### src/rtl/wb_arbiter.sv
// Write-back arbiter: merges core writes and a FIFO of load returns onto one registered register-file write port.
// Optional macro WB_STARVE_EN adds a starvation counter that forces a load drain after STARVE_LIMIT core grants.
module wb_arbiter #(
  parameter int LD_DEPTH     = 2,
  parameter int STARVE_LIMIT = 4
) (
  input  logic        clk,
  input  logic        rst_n,
  input  logic        core_wr_en,
  input  logic [4:0]  core_rd,
  input  logic [1:0]  core_sel,
  input  logic [31:0] alu_out,
  input  logic [31:0] pc_o,
  input  logic [31:0] lui_imme,
  input  logic        ld_valid,
  input  logic [4:0]  ld_rd,
  input  logic [31:0] ld_data,
  output logic        ld_ready,
  output logic        core_stall,
  output logic        rf_we,
  output logic [4:0]  rf_waddr,
  output logic [31:0] rf_wdata
);
  localparam int PW = $clog2(LD_DEPTH);
  localparam int CW = $clog2(LD_DEPTH + 1);

  if (LD_DEPTH < 2 || (LD_DEPTH & (LD_DEPTH - 1)) != 0 || STARVE_LIMIT < 1) begin : g_param_check
    $error("wb_arbiter: LD_DEPTH must be a power of two >= 2 and STARVE_LIMIT >= 1");
  end

  logic [4:0]    buf_rd   [LD_DEPTH];
  logic [31:0]   buf_data [LD_DEPTH];
  logic [PW-1:0] wr_ptr, rd_ptr;
  logic [CW-1:0] count;
  logic          full, empty, drain, push, pop, core_grant;
  logic [31:0]   core_data;

  assign full       = (count == CW'(LD_DEPTH));
  assign empty      = (count == '0);
  assign ld_ready   = rst_n & ~full;
  assign core_stall = rst_n & core_wr_en & (full | drain);
  assign core_grant = core_wr_en & ~core_stall;
  assign pop        = rst_n & ~empty & ~core_grant;
  assign push       = ld_valid & ld_ready;

  always_comb begin
    core_data = alu_out;
    case (core_sel)
      2'b01:   core_data = pc_o + 32'd4;
      2'b10:   core_data = lui_imme;
      default: core_data = alu_out;
    endcase
  end

  // Storage carries no reset; occupancy and pointers alone define validity.
  always_ff @(posedge clk) begin
    if (push) begin
      buf_rd[wr_ptr]   <= ld_rd;
      buf_data[wr_ptr] <= ld_data;
    end
  end

  always_ff @(posedge clk) begin
    if (!rst_n) begin
      wr_ptr <= '0;
      rd_ptr <= '0;
      count  <= '0;
    end else begin
      if (push) wr_ptr <= wr_ptr + 1'b1;
      if (pop)  rd_ptr <= rd_ptr + 1'b1;
      count <= count + CW'(push) - CW'(pop);
    end
  end

  always_ff @(posedge clk) begin
    if (!rst_n) begin
      rf_we    <= 1'b0;
      rf_waddr <= '0;
      rf_wdata <= '0;
    end else if (core_grant) begin
      rf_we    <= (core_rd != 5'd0);
      rf_waddr <= core_rd;
      rf_wdata <= core_data;
    end else if (pop) begin
      rf_we    <= (buf_rd[rd_ptr] != 5'd0);
      rf_waddr <= buf_rd[rd_ptr];
      rf_wdata <= buf_data[rd_ptr];
    end else begin
      rf_we    <= 1'b0;
    end
  end

`ifdef WB_STARVE_EN
  localparam int SW = $clog2(STARVE_LIMIT + 1);
  typedef enum logic {ST_CORE, ST_DRAIN} state_t;
  state_t        state, state_nxt;
  logic [SW-1:0] starve_cnt, starve_cnt_nxt;

  always_ff @(posedge clk) begin
    if (!rst_n) begin
      state      <= ST_CORE;
      starve_cnt <= '0;
    end else begin
      state      <= state_nxt;
      starve_cnt <= starve_cnt_nxt;
    end
  end

  // The limit is checked on the next count so DRAIN lines up with the counter reaching it.
  always_comb begin
    state_nxt      = state;
    starve_cnt_nxt = starve_cnt;
    if (pop || empty)
      starve_cnt_nxt = '0;
    else if (core_grant)
      starve_cnt_nxt = starve_cnt + 1'b1;
    case (state)
      ST_CORE:  if (starve_cnt_nxt == SW'(STARVE_LIMIT)) state_nxt = ST_DRAIN;
      ST_DRAIN: if (pop) state_nxt = ST_CORE;
      default:  state_nxt = ST_CORE;
    endcase
  end

  assign drain = (state == ST_DRAIN);
`else
  assign drain = 1'b0;
`endif
endmodule

### config.mk
export PLATFORM = sky130hd
export DESIGN_NAME = wb_arbiter
export DESIGN_NICKNAME = d
export VERILOG_FILES = /design/src/rtl/wb_arbiter.sv
export SDC_FILE = /design/constraint.sdc
export NUM_CORES = 1
export LEC_CHECK = 0
export CAP_MARGIN = 0
export CORE_AREA = 2 2 151 116
export CTS_BUF_LIST = sky130_fd_sc_hd__clkbuf_4 sky130_fd_sc_hd__clkbuf_8 sky130_fd_sc_hd__clkbuf_16
export DETAILED_ROUTE_END_ITERATION = 10
export DIE_AREA = 0 0 153 118
export HOLD_SLACK_MARGIN = 0.02
export PLACE_DENSITY = 0.75
export RECOVER_POWER = 50
export SKIP_LAST_GASP = 1
export SLEW_MARGIN = 0
export SYNTH_ARGS = -nofsm -noshare
export SYNTH_HDL_FRONTEND = slang
export SYNTH_SLANG_ARGS = --single-unit
### constraint.sdc
create_clock -name clk -period 4.65 [get_ports clk]
set_input_delay 1.1625 -clock clk [delete_from_list [all_inputs] [get_ports clk]]
set_output_delay 1.1625 -clock clk [all_outputs]
set_load 0.02 [all_outputs]
==> Word level (Yosys, flattened, before mapping) <==
Memories as Yosys holds them, arrays and structs flattened. A register that Yosys moved wholly into a read port is not among the register bits.
Cells that the tools add are included.
{ "totals": {"ff_bits": 42, "ramBits": 74, "inputBits": 144, "out_inout_bits": 40, "wordCells": 44, "mem_count": 2} }
{ "classes": {"addsub": 5, "n_eq_ne": 3, "n_mux": 13, "n_bitwise": 11, "reduce_logical": 4} }
{ "memory_table": {"columns": ["name", "words", "width", "rd", "rd_clocked_by_memory_dff", "wr", "line_no", "rtl"], "rows": [
  ["buf_data", 2, 32, 1, 1, 1, "32", "logic [31:0] buf_data [LD_DEPTH];"],
  ["buf_rd", 2, 5, 1, 1, 1, "31", "logic [4:0] buf_rd [LD_DEPTH];"]
]} }
{ "op_table": {"columns": ["operator", "count"], "rows": [
  ["$mux W32", 2],
  ["$pmux W32 S2", 1],
  ["$add A32 B3 Y32 const B", 1],
  ["$mux W5", 2],
  ["$reduce_bool A5 Y1", 2],
  ["$mux W1", 8],
  ["$and A1 B1 Y1", 7],
  ["$eq A2 B2 Y1 const B", 2],
  ["$not A1 Y1", 4],
  ["$add A1 B1 Y1 const B", 2],
  ["$add A2 B1 Y2", 1],
  ["$eq A2 B1 Y1 const B", 1],
  ["$logic_not A2 Y1", 1],
  ["$reduce_bool A2 Y1", 1],
  ["$sub A2 B1 Y2", 1]
]} }

==> Depth between registers and ports, before layout <==
{ "depth": {"depth_word": 8, "mapped_depth": 10, "depth_no_buf": 9} }

==> Worst setup path after synthesis <==
No wires, ideal clock.
{ "synth_path": {"kind": "in2reg", "from": "input port rst_n", "to": "memory buf_data[0][0], enable pin", "setup_ns": 0.431, "t_arrival_ns": 3.885, "required_ns": 4.219, "path_slack_ns": 0.333, "stages": 5, "n_path_buf": 1, "path_cell_list": "clkbuf_1 > clkinv_1 > a21oi_1 > nand2_1 > nor2_1"} }
{ "synth_via": {"elab_chain_len": 4} }
{ "synth_lines": {"columns": ["element", "line_no", "rtl"], "rows": [
  ["from (decl)", "8", "input logic rst_n,"],
  ["$and A1 B1 Y1", "40", "assign ld_ready = rst_n & ~full;"],
  ["named net ld_ready", "18", "output logic ld_ready,"],
  ["$and A1 B1 Y1", "44", "assign push = ld_valid & ld_ready;"],
  ["$mux W1", "57", "if (push) begin"],
  ["$mux W1 (implied by the code)", "59", "buf_data[wr_ptr] <= ld_data;"],
  ["to (decl)", "32", null]
]} }
The timed path passes the listed nets, and every way through them passes these cells.

==> Worst setup path in the final report <==
{ "layout_path": {"from": "input port rst_n", "to": "output port ld_ready"} }
{ "layout_via": {"elab_chain_len": 1} }
{ "layout_lines": {"columns": ["element", "line_no"], "rows": [
  ["$and A1 B1 Y1", "40"],
  ["to (decl)", "18"]
]} }
No other way between the ends.

==> impl_metrics.py <==
metrics = {
    "setup_path": {
        "crit_path_end_kind": "primary output",
        "crit_type": "in2out",
        "cpMaxStageDelayCell": "clkdlybuf4s50_1",
        "slowest_delay_ns": 0.65,
        "worstPathCellList": "dlygate4sd3_1, clkinv_1, a21oi_1, clkdlybuf4s50_1",
        "cp_max_fo": 4,
        "path_buf_inv": 3,
        "cp.arrival_ns": 2.78,
        "critPathRequiredTime_ns": 3.49,
        "crit_family": "buffers and inverters",
        "startpoint_type": "input port",
    },
    "sta": {
        "max_freq_mhz": 253,
        "fin_worst_skew_ns": 0.00517,
        "relSlewSlack_pct": 20.1,
        "finalSetupTns_ns": 0,
        "tightest_slew_ns": 1.20,
        "drv_slew": 0,
        "finalCritPeriodShare_pct": 84.9,
        "hold_viol_final": 0,
        "finalSetupViolCount": 0,
        "fin_crit_ns": 3.95,
        "rsz0062_at_grt": "no",
    },
    "clocking": {
        "post_cts_buffers": 0,
        "clock_path_buffers": 2,
        "post_cts_resized": 0,
        "clockRootBuffer": "clkbuf_16",
        "ctsHoldBuffers": 0,
        "cts_tree": "built",
        "clk_pin_slew_worst_paths_ns": 0.05,
        "cts_sinks": 117,
        "htreeDepth": 4,
        "cts_buffers": 17,
        "clk_latency_ns": 0.40,
    },
    "power": {
        "power_density_nw_per_um2": 431,
        "p_leak_uw": 0.00291,
        "ir_worst_vdd_uv": 218,
    },
    "drt": {
        "wl_per_cell_um": 21.3,
        "drtIter0Drc": 531,
        "num_vias": 5144,
        "postRouteAntennaNets": 0,
        "drcViolationCount": 0,
        "vias_per_cell": 5.52,
        "drt-pass1-iter-count": 5,
        "wirelength_um": 19800,
    },
    "logic_synthesis": {
        "yosysTopAreaCellShare_pct": 39.1,
        "syn_nets": 678,
        "synth_area_leaders": "edfxtp_1 39%, dfxtp_1 15%, mux2i_1 5.6%, a21oi_1 3.2%, a221oi_1 3.1%",
        "yosysWarnings": 0,
        "yosysUniqueCellTypes": 51,
        "synth_enable_flop_cells": 74,
        "synthCells": 529,
        "yosys.area.top_type": "edfxtp_1",
        "synthArstFlopShare_pct": 0,
        "synth-seq-cells": 117,
        "yosysSeqAreaShare_pct": 54.2,
        "synth_ff_type": "edfxtp_1",
        "synth_area_sq_um": 5690,
        "syn_area_per_cell_sq_um": 10.8,
    },
    "hold_path": {
        "hold_path.class": "reg2reg",
    },
    "global_route": {
        "grt_pass1_wl_um": 30000,
        "grt_max_degree": 41,
        "grt_usage_pct": 21.9,
        "grt_overflow": 0,
        "grt_pass1_vias": 5108,
        "antenna_found_initial": 4,
    },
    "floorplanning": {
        "initial_core_util_pct": 34.3,
        "num_rows": 41,
        "dieWidth_um": 153,
        "die-area_sq_um": 18100,
        "coreArea_sq_um": 16600,
        "boundaryPins": 184,
        "die_y_um": 118,
    },
    "final_layout": {
        "fin_area_sq_um": 8300,
        "final_common_cell": "clkdlybuf4s50_1",
        "seq_area_sq_um": 3080,
        "drive_gt1_share_pct": 7.68,
        "multi_input_area_sq_um": 2420,
        "instances_no_fill": 932,
        "fillCellCount": 1475,
        "area_delta_synth_final_pct": 46.0,
        "final_cell_mix": "110 x clkdlybuf4s50_1, 74 x edfxtp_1, 73 x dlygate4sd3_1",
        "final_nets": 852,
    },
    "placement": {
        "place_congestion": 0.913,
        "placed_cell_area_sq_um": 7740,
        "hpwl_um": 14300,
        "place_inst": 899,
        "portBuffers": 183,
    },
    "run": {
        "cap_violations": 0,
    },
    "status": {
        "status": "finished clean",
    },
}
-- stage by stage --
stage | hold WS (ns) | setup WS, ns | utilization [%] | total power [uW]
floorplan | 0.443 | 0.333 | - | 1900
global placement | 0.444 | 0.847 | 46.7 | 2370
detailed placement | 0.454 | 0.792 | 46.7 | 2380
CTS | 0.461 | 0.793 | 50.1 | 3630
global route | 0.477 | 0.616 | 50.1 | 3740
finish | 0.458 | 0.704 | 50.1 | 3580
-- routing by layer --
metal  vias to the layer above  routed length [um]  global-route usage [%]
met5                         -                  40                       0
met4                         6                 412                    6.66
met3                        41                2120                    8.98
met2                       267                8610                    32.6
met1                      2434                8630                    29.2
li1                       2396                   -                       -
-- cell families after synthesis --
kind of cell             share of synthesized area [%]
flip-flops                                        54.2
buffers and inverters                             3.50
AO/OA/AOI/OAI                                     19.3
XOR/XNOR                                          3.54
adder cells (fa/ha/maj)                           1.10
AND/OR/NAND/NOR                                   12.0
multiplexers                                      6.42
-- final timing paths --
path              cells after the start  slack (ns)         from            to
setup / recovery                      4        0.70        rst_n      ld_ready
hold / removal                        2        0.46  rf_wdata[0]   rf_wdata[0]
setup reg to reg                      5        2.33     count[0]  rf_wdata[18]
hold reg to reg                       2        0.46  rf_wdata[0]   rf_wdata[0]
-- synthesized netlist by cell type (all sizes together), types with 3 or more instances --
cell and number:
dfxtp 43, mux2i 32, a221oi 20, nand4 9
nor4 12, ha 5, nor2 35, o31ai 3
xor2 12, xnor2 11, o21ai 33, o22ai 14
nand2 33, o2bb2ai 3, clkbuf 31, buf 7
or4 3, edfxtp 74, o2111ai 4, o221ai 6
nor2b 3, o21a 9, a221o 4, and3 7
nand3 16, inv 13, a21oi 36, mux2 4
o31a 6, a22oi 7, a31oi 4, o211ai 6
nor3 5
-- state kept, by name, summed over array words and instances, names as in the netlist, named ones only --
register / cells
rf_waddr: 5
count: 2
rf_wdata: 32
rd_ptr: 1
buf_rd: 10
wr_ptr: 1
rf_we: 1
buf_data: 64
-- report_power, final --
group	total [uW]	internal (uW)	leakage [uW]	switching, uW
combinational	996	435	0.00161	561
sequential	1340	1250	0.00103	88.1
clock	1240	788	0.000271	457
total	3580	2470	0.00291	1110
-- final cells by class --
type | instances | area share, %
Sequential cell | 117 | 37.2
Multi-Input combinational cell | 360 | 29.1
Timing Repair Buffer | 193 | 23.0
Clock buffer | 18 | 5.21
Tap cell | 215 | 3.24
Clock inverter | 14 | 1.63
Inverter | 14 | 0.633
Antenna cell | 1 | 0.0301
-- worst register-to-register path, stage by stage (launching register included) --
cell,delay [ns]
dfxtp_1,0.39
nand3b_1,0.19
and2_1,0.95
o21ai_0,0.33
nor3b_1,0.28
o21a_1,0.13
(Power assumes the default switching activity.)
==> patch 1: new RTL, same settings <==
Set the parameter `LD_DEPTH` to 4 (it was 2).
--- a/src/rtl/wb_arbiter.sv
+++ b/src/rtl/wb_arbiter.sv
@@ -3,3 +3,3 @@
 module wb_arbiter #(
-  parameter int LD_DEPTH     = 2,
+  parameter int LD_DEPTH     = 4,
   parameter int STARVE_LIMIT = 4
Function: changed (Yosys sat finds a counterexample within 4 cycles, from zero or initial values and one cycle with rst_n low).
==> patch 1 against the original RTL <==
Combinational power increased by 10%. The run now ends with max-capacitance violations, max-slew violations left. Die area unchanged. Largest cell class unchanged. Via count increased by 25%. Worst hold slack improved by 0.044 ns. Largest power group unchanged. Clock skew increased by 0.0047 ns. Synthesized area increased by 53%. Design area increased by 37%. Non-clock buffer count increased by 12. Routed wire length increased by 26%. Cell count increased by 13%. Setup slack improved by 0.12 ns. Sequential cell count increased by 78. Power increased by 30%.
==> patch 1: results (changes against the original RTL) <==
| Metric | Value |
|---|---|
| Status | `finished with violations` |
| Failing checks | `max-capacitance violations, max-slew violations` |
| Routed len/inst | `23.6 um (+11%)` |
| Top sig layer | `met5` |
| Post-synth top cells | `edfxtp_1, nand2_1, dfxtp_1` |
| DR vias | `6432 (+25%)` |
| Vias in the first global route | `6545 (+28%)` |
| Largest net degree at the start of global routing | `38 (-7.3%)` |
| Metal-1 WL | `10400 um (+20%)` |
| Unique cell type count in the Yosys netlist | `53 (+3.9%)` |
| Clock Skews | `0.00991 ns (+0.00474 ns)` |
| Relative slew margins | `-0.216 (-0.417)` |
| Syn Nets | `794 (+17%)` |
| Placed cell count | `1020 (+13%)` |
| Largest registers | `buf_data: 128 flops, rf_wdata: 32 flops, buf_rd: 20 flops` |
| Slew Viols, Final | `23 (+23)` |
| Synth area leaders | `edfxtp_1, dfxtp_1, mux4_2` |
| Routability cong. | `0.901 (-1.3%)` |
| Worst vdd ir | `0.279 mV (+28%)` |
| Met3 Usage GRT | `0.0747 (-0.0151)` |
| Met2 track demand over resource | `0.441 (+0.115)` |
| Static Leakage | `0.00386 uW (+33%)` |
| Maxcap violations | `1 (+1)` |
| Min-Delay Path Class | `flop to flop` |
| Slowest cell on crit path | `dlygate4sd3_1` |
| Total Routing Usage GR | `0.283 (+0.0645)` |
| Placed wire-length estimate | `17600 um (+23%)` |
| Post-CTS sizing | `0 (unchanged)` |
| Cells after Synth | `640 (+21%)` |
| Fraction of layout cells with a size suffix above 1 | `0.121 (+0.0439)` |
| Metal3 WL | `2400 um (+13%)` |
| Grt met1 use | `0.388 (+0.0964)` |
| Synth async-reset ratio | `0 (unchanged)` |
| YS warnings | `0 (unchanged)` |
| EDFF count, synth | `148 (+100%)` |
| Synth Flop Type | `edfxtp_1` |
| H-tree levels | `4 (unchanged)` |
| Sequential power | `2130 uW (+59%)` |
| Clock Latency Late Sink | `0.43 ns (+0.03 ns)` |
| Top delay family on crit path | `buffers and inverters` |
| Fin cells | `1055 (+13%)` |
| Number of DRC markers in iteration 0 | `619 (+17%)` |
| Clk slew on worst S/H paths | `0.07 ns (+0.02 ns)` |
| Biggest cell delay along the critical path | `0.55 ns (-0.10 ns)` |
| Setup Buffers After CTS | `0 (unchanged)` |
| Worst path arrival time | `4.14 ns (+1.36 ns)` |
| Max FO, Critical Path | `22 (+18)` |
| First-pass GRT wire length | `38400 um (+28%)` |
| Buffers on Ports | `183 (unchanged)` |
| Layout net count | `978 (+15%)` |
| Net Sw Frac | `0.301 (-0.00779)` |
| Sequential-to-total area share from yosys stat | `0.619 (+0.0767)` |
| Fillcell total | `1157 (-22%)` |
| P_clk | `1420 uW (+15%)` |
| Met2 wire len | `11600 um (+35%)` |
## patch 1: layout make-up
type	count	area, um^2	share of cell area
multi-input cells	392	3100	0.272
diodes	3	7.51	0.000659
well taps	215	269	0.0236
repair buffers	205	1990	0.175
clock buffers	17	425	0.0373
clock inverters	15	163	0.0143
inverters	13	48.8	0.00428
flip-flops and latches	195	5390	0.473
## patch 1: cell families (layout without fill, tap and decap cells)
family | count (synthesis) | count (layout) | share of synthesized area
AO/OA/AOI/OAI | 125 | 125 | 0.0969
XOR/XNOR | 29 | 29 | 0.0292
adder cells (fa/ha/maj) | 10 | 10 | 0.0152
buffers and inverters | 53 | 250 | 0.0265
flip-flops | 195 | 195 | 0.619
multiplexers | 53 | 53 | 0.114
other | 0 | 3 | 0
AND/OR/NAND/NOR | 175 | 175 | 0.0993
## patch 1: stage by stage
stage                     utilization  setup slack (ns)  hold slack, ns  instance area, um^2  power [uW]
after detailed placement        0.652             0.773           0.481                10800        3290
after global routing            0.688             0.670           0.513                11400        4830
after CTS                       0.688             0.863           0.500                11400        4700
after floorplan                     -              1.32           0.485                 8700        2790
after global placement          0.652             0.869           0.482                10800        3270
final                           0.688             0.820           0.503                11400        4650
## patch 1: worst reg2reg max path, delay by kind of cell (launching register included)
kind                     cells  cell delay, ns
buffers and inverters        3            0.36
flip-flops                   1            0.39
AND/OR/NAND/NOR              2            0.18
XOR/XNOR                     2            0.30
adder cells (fa/ha/maj)      3            0.83
AO/OA/AOI/OAI                1            1.45
## patch 1: final timing paths
path | startpoint | to | slack (ns) | cells after the start
max | rst_n | count[2] | 0.82 | 13
min | rf_wdata[0] | rf_wdata[0] | 0.50 | 2
max reg2reg | count[1] | count[2] | 1.01 | 11
min reg2reg | rf_wdata[0] | rf_wdata[0] | 0.50 | 2
==> patch 2: new RTL, same flow settings <==
Made on the original files. The option `WB_STARVE_EN` is turned on by a define.
--- a/src/rtl/wb_arbiter.sv
+++ b/src/rtl/wb_arbiter.sv
@@ -2,2 +2,4 @@
 // Optional macro WB_STARVE_EN adds a starvation counter that forces a load drain after STARVE_LIMIT core grants.
+`define WB_STARVE_EN
+
 module wb_arbiter #(
Function: changed (Yosys sat finds a counterexample within 10 cycles, from zero or initial values and one cycle with rst_n low).
==> patch 2 against the original RTL <==
Sequential cell count rose by 4. Design area rose by 3.5%. Cell count rose by 3.3%. Die area did not move. Power rose by 13%. Count of clock-buffer cells in the layout did not move. Sequential power rose by 4%. Routed wire length fell by 0.43%. Setup slack improved by 0.011 ns. Synthesized area rose by 3.5%. Critical path depth rose by 1. Non-clock buffer count rose by 8. Clock power rose by 15%. Global-route usage fell by 0.086 points. Critical path type unchanged. Largest power group is now clock. Highest routed layer unchanged.
==> patch 2: results (changes against the original RTL) <==
| Metric | Value |
|---|---|
| Status | `finished clean` |
| Final setup margin | `0.715 ns (+0.0110 ns)` |
| Static Leakage | `0.00298 uW (+2.4%)` |
| Met2 track demand over resource | `0.342 (+0.0160)` |
| Routed WL | `19700 um (-0.43%)` |
| R2R setup slack | `2.18 ns (-0.15 ns)` |
| Clock Latency Late Sink | `0.42 ns (+0.02 ns)` |
| Hold path endpoint | `starve_cnt[0]` |
| Grt met1 use | `0.292 (about the same)` |
| Placed wire-length estimate | `14200 um (-1.0%)` |
| Fraction of layout cells with a size suffix above 1 | `0.0790 (+0.00217)` |
| Pre-CTS WS | `0.794 ns (+0.00201 ns)` |
| Post-synth top cells | `edfxtp_1, nand2_1, dfxtp_1` |
| Area after DPL | `0.00797 mm^2 (+3.0%)` |
| Synth area leaders | `edfxtp_1, dfxtp_1, mux2i_1` |
| Buffers on Ports | `183 (unchanged)` |
| Yosys top cell area share | `0.377 (-0.0133)` |
| Number of DRC markers in iteration 0 | `363 (-32%)` |
| Syn Nets | `701 (+3.4%)` |
| Worst slew pin tran | `0.955 ns (-0.243 ns)` |
| Worst path arrival time | `2.77 ns (about the same)` |
| Worst vdd ir | `0.236 mV (+8.0%)` |
| Fillcell total | `1495 (+1.4%)` |
| Total Routing Usage GR | `0.218 (-0.000857)` |
| Largest net degree at the start of global routing | `39 (-4.9%)` |
| Vias in the first global route | `5095 (-0.25%)` |
| R2r worst-path depth | `4 (-1)` |
| First-pass GRT wire length | `29300 um (-2.1%)` |
| Hold depth | `1 (-1)` |
| Reg2Reg Capture Point | `buf_data[1][28]` |
| Pint | `2720 uW (+10%)` |
| Worst setup path end | `core_stall` |
| Met3 Usage GRT | `0.0725 (-0.0173)` |
| Via density per instance | `5.37 (-2.7%)` |
| Sequential-to-total area share from yosys stat | `0.537 (-0.00483)` |
| Hold Startpoint | `starve_cnt[0]` |
| Routability cong. | `0.815 (-11%)` |
| Unique cell type count in the Yosys netlist | `60 (+18%)` |
| Initial antenna violation count | `2 (-2)` |
| WHS | `0.475 ns (+0.0167 ns)` |
[patch 2: cell count changes after synthesis, moves of 8 or more]
cell and delta:
o211ai_1 +9, nand2_1 +17, nor4_1 -8, a221oi_1 -11
nor3_1 +15, o32ai_1 +8, o22ai_1 -9
[patch 2: logic make-up after synthesis]
logic type                 share of synthesized area
adders and majority gates                     0.0127
xor gates and xnor gates                      0.0357
muxes                                         0.0663
AOI/OAI and AO/OA                              0.181
buffers and inverters                         0.0357
and+or+nand+nor                                0.131
DFF                                            0.537
[patch 2: routing by layer]
metal	vias to the layer above	part of all wire
li1	2491	-
met1	2450	0.45
met2	207	0.45
met3	20	0.087
met4	2	0.010
met5	-	0.00066
[patch 2: critical path, cell delays in order]
cell and delay [ns]:
dlygate4sd3_1 0.55, buf_4 0.26, nand2_1 0.11, nor2_1 0.09
clkdlybuf4s50_1 0.60
[patch 2: through the flow]
step | utilization | instances
after global routing | 0.518 | 963
after global placement | 0.481 | 930
after CTS | 0.519 | 962
after detailed placement | 0.481 | 930
final | 0.518 | 963
after floorplan | - | 551
[patch 2: power groups by stage]
stage          clock network [uW]  logic (uW)  registers [uW]
6_report                     1420        1230            1400
5_1_grt                      1490        1350            1420
4_1_cts                      1440        1270            1410
3_5_place_dp                    0        1260            1430
3_3_place_gp                    0        1250            1430
2_1_floorplan                   0         676            1470
[patch 2: final cells by class]
cell class                      count  area, um^2  area share
Clock buffer                       18         433      0.0504
Timing Repair Buffer              201        1960       0.228
Antenna cell                        1        2.50    0.000291
Tap cell                          215         269      0.0313
Clock inverter                     14         196      0.0229
Multi-Input combinational cell    385        2540       0.295
Sequential cell                   121        3160       0.368
Inverter                            8        30.0     0.00350
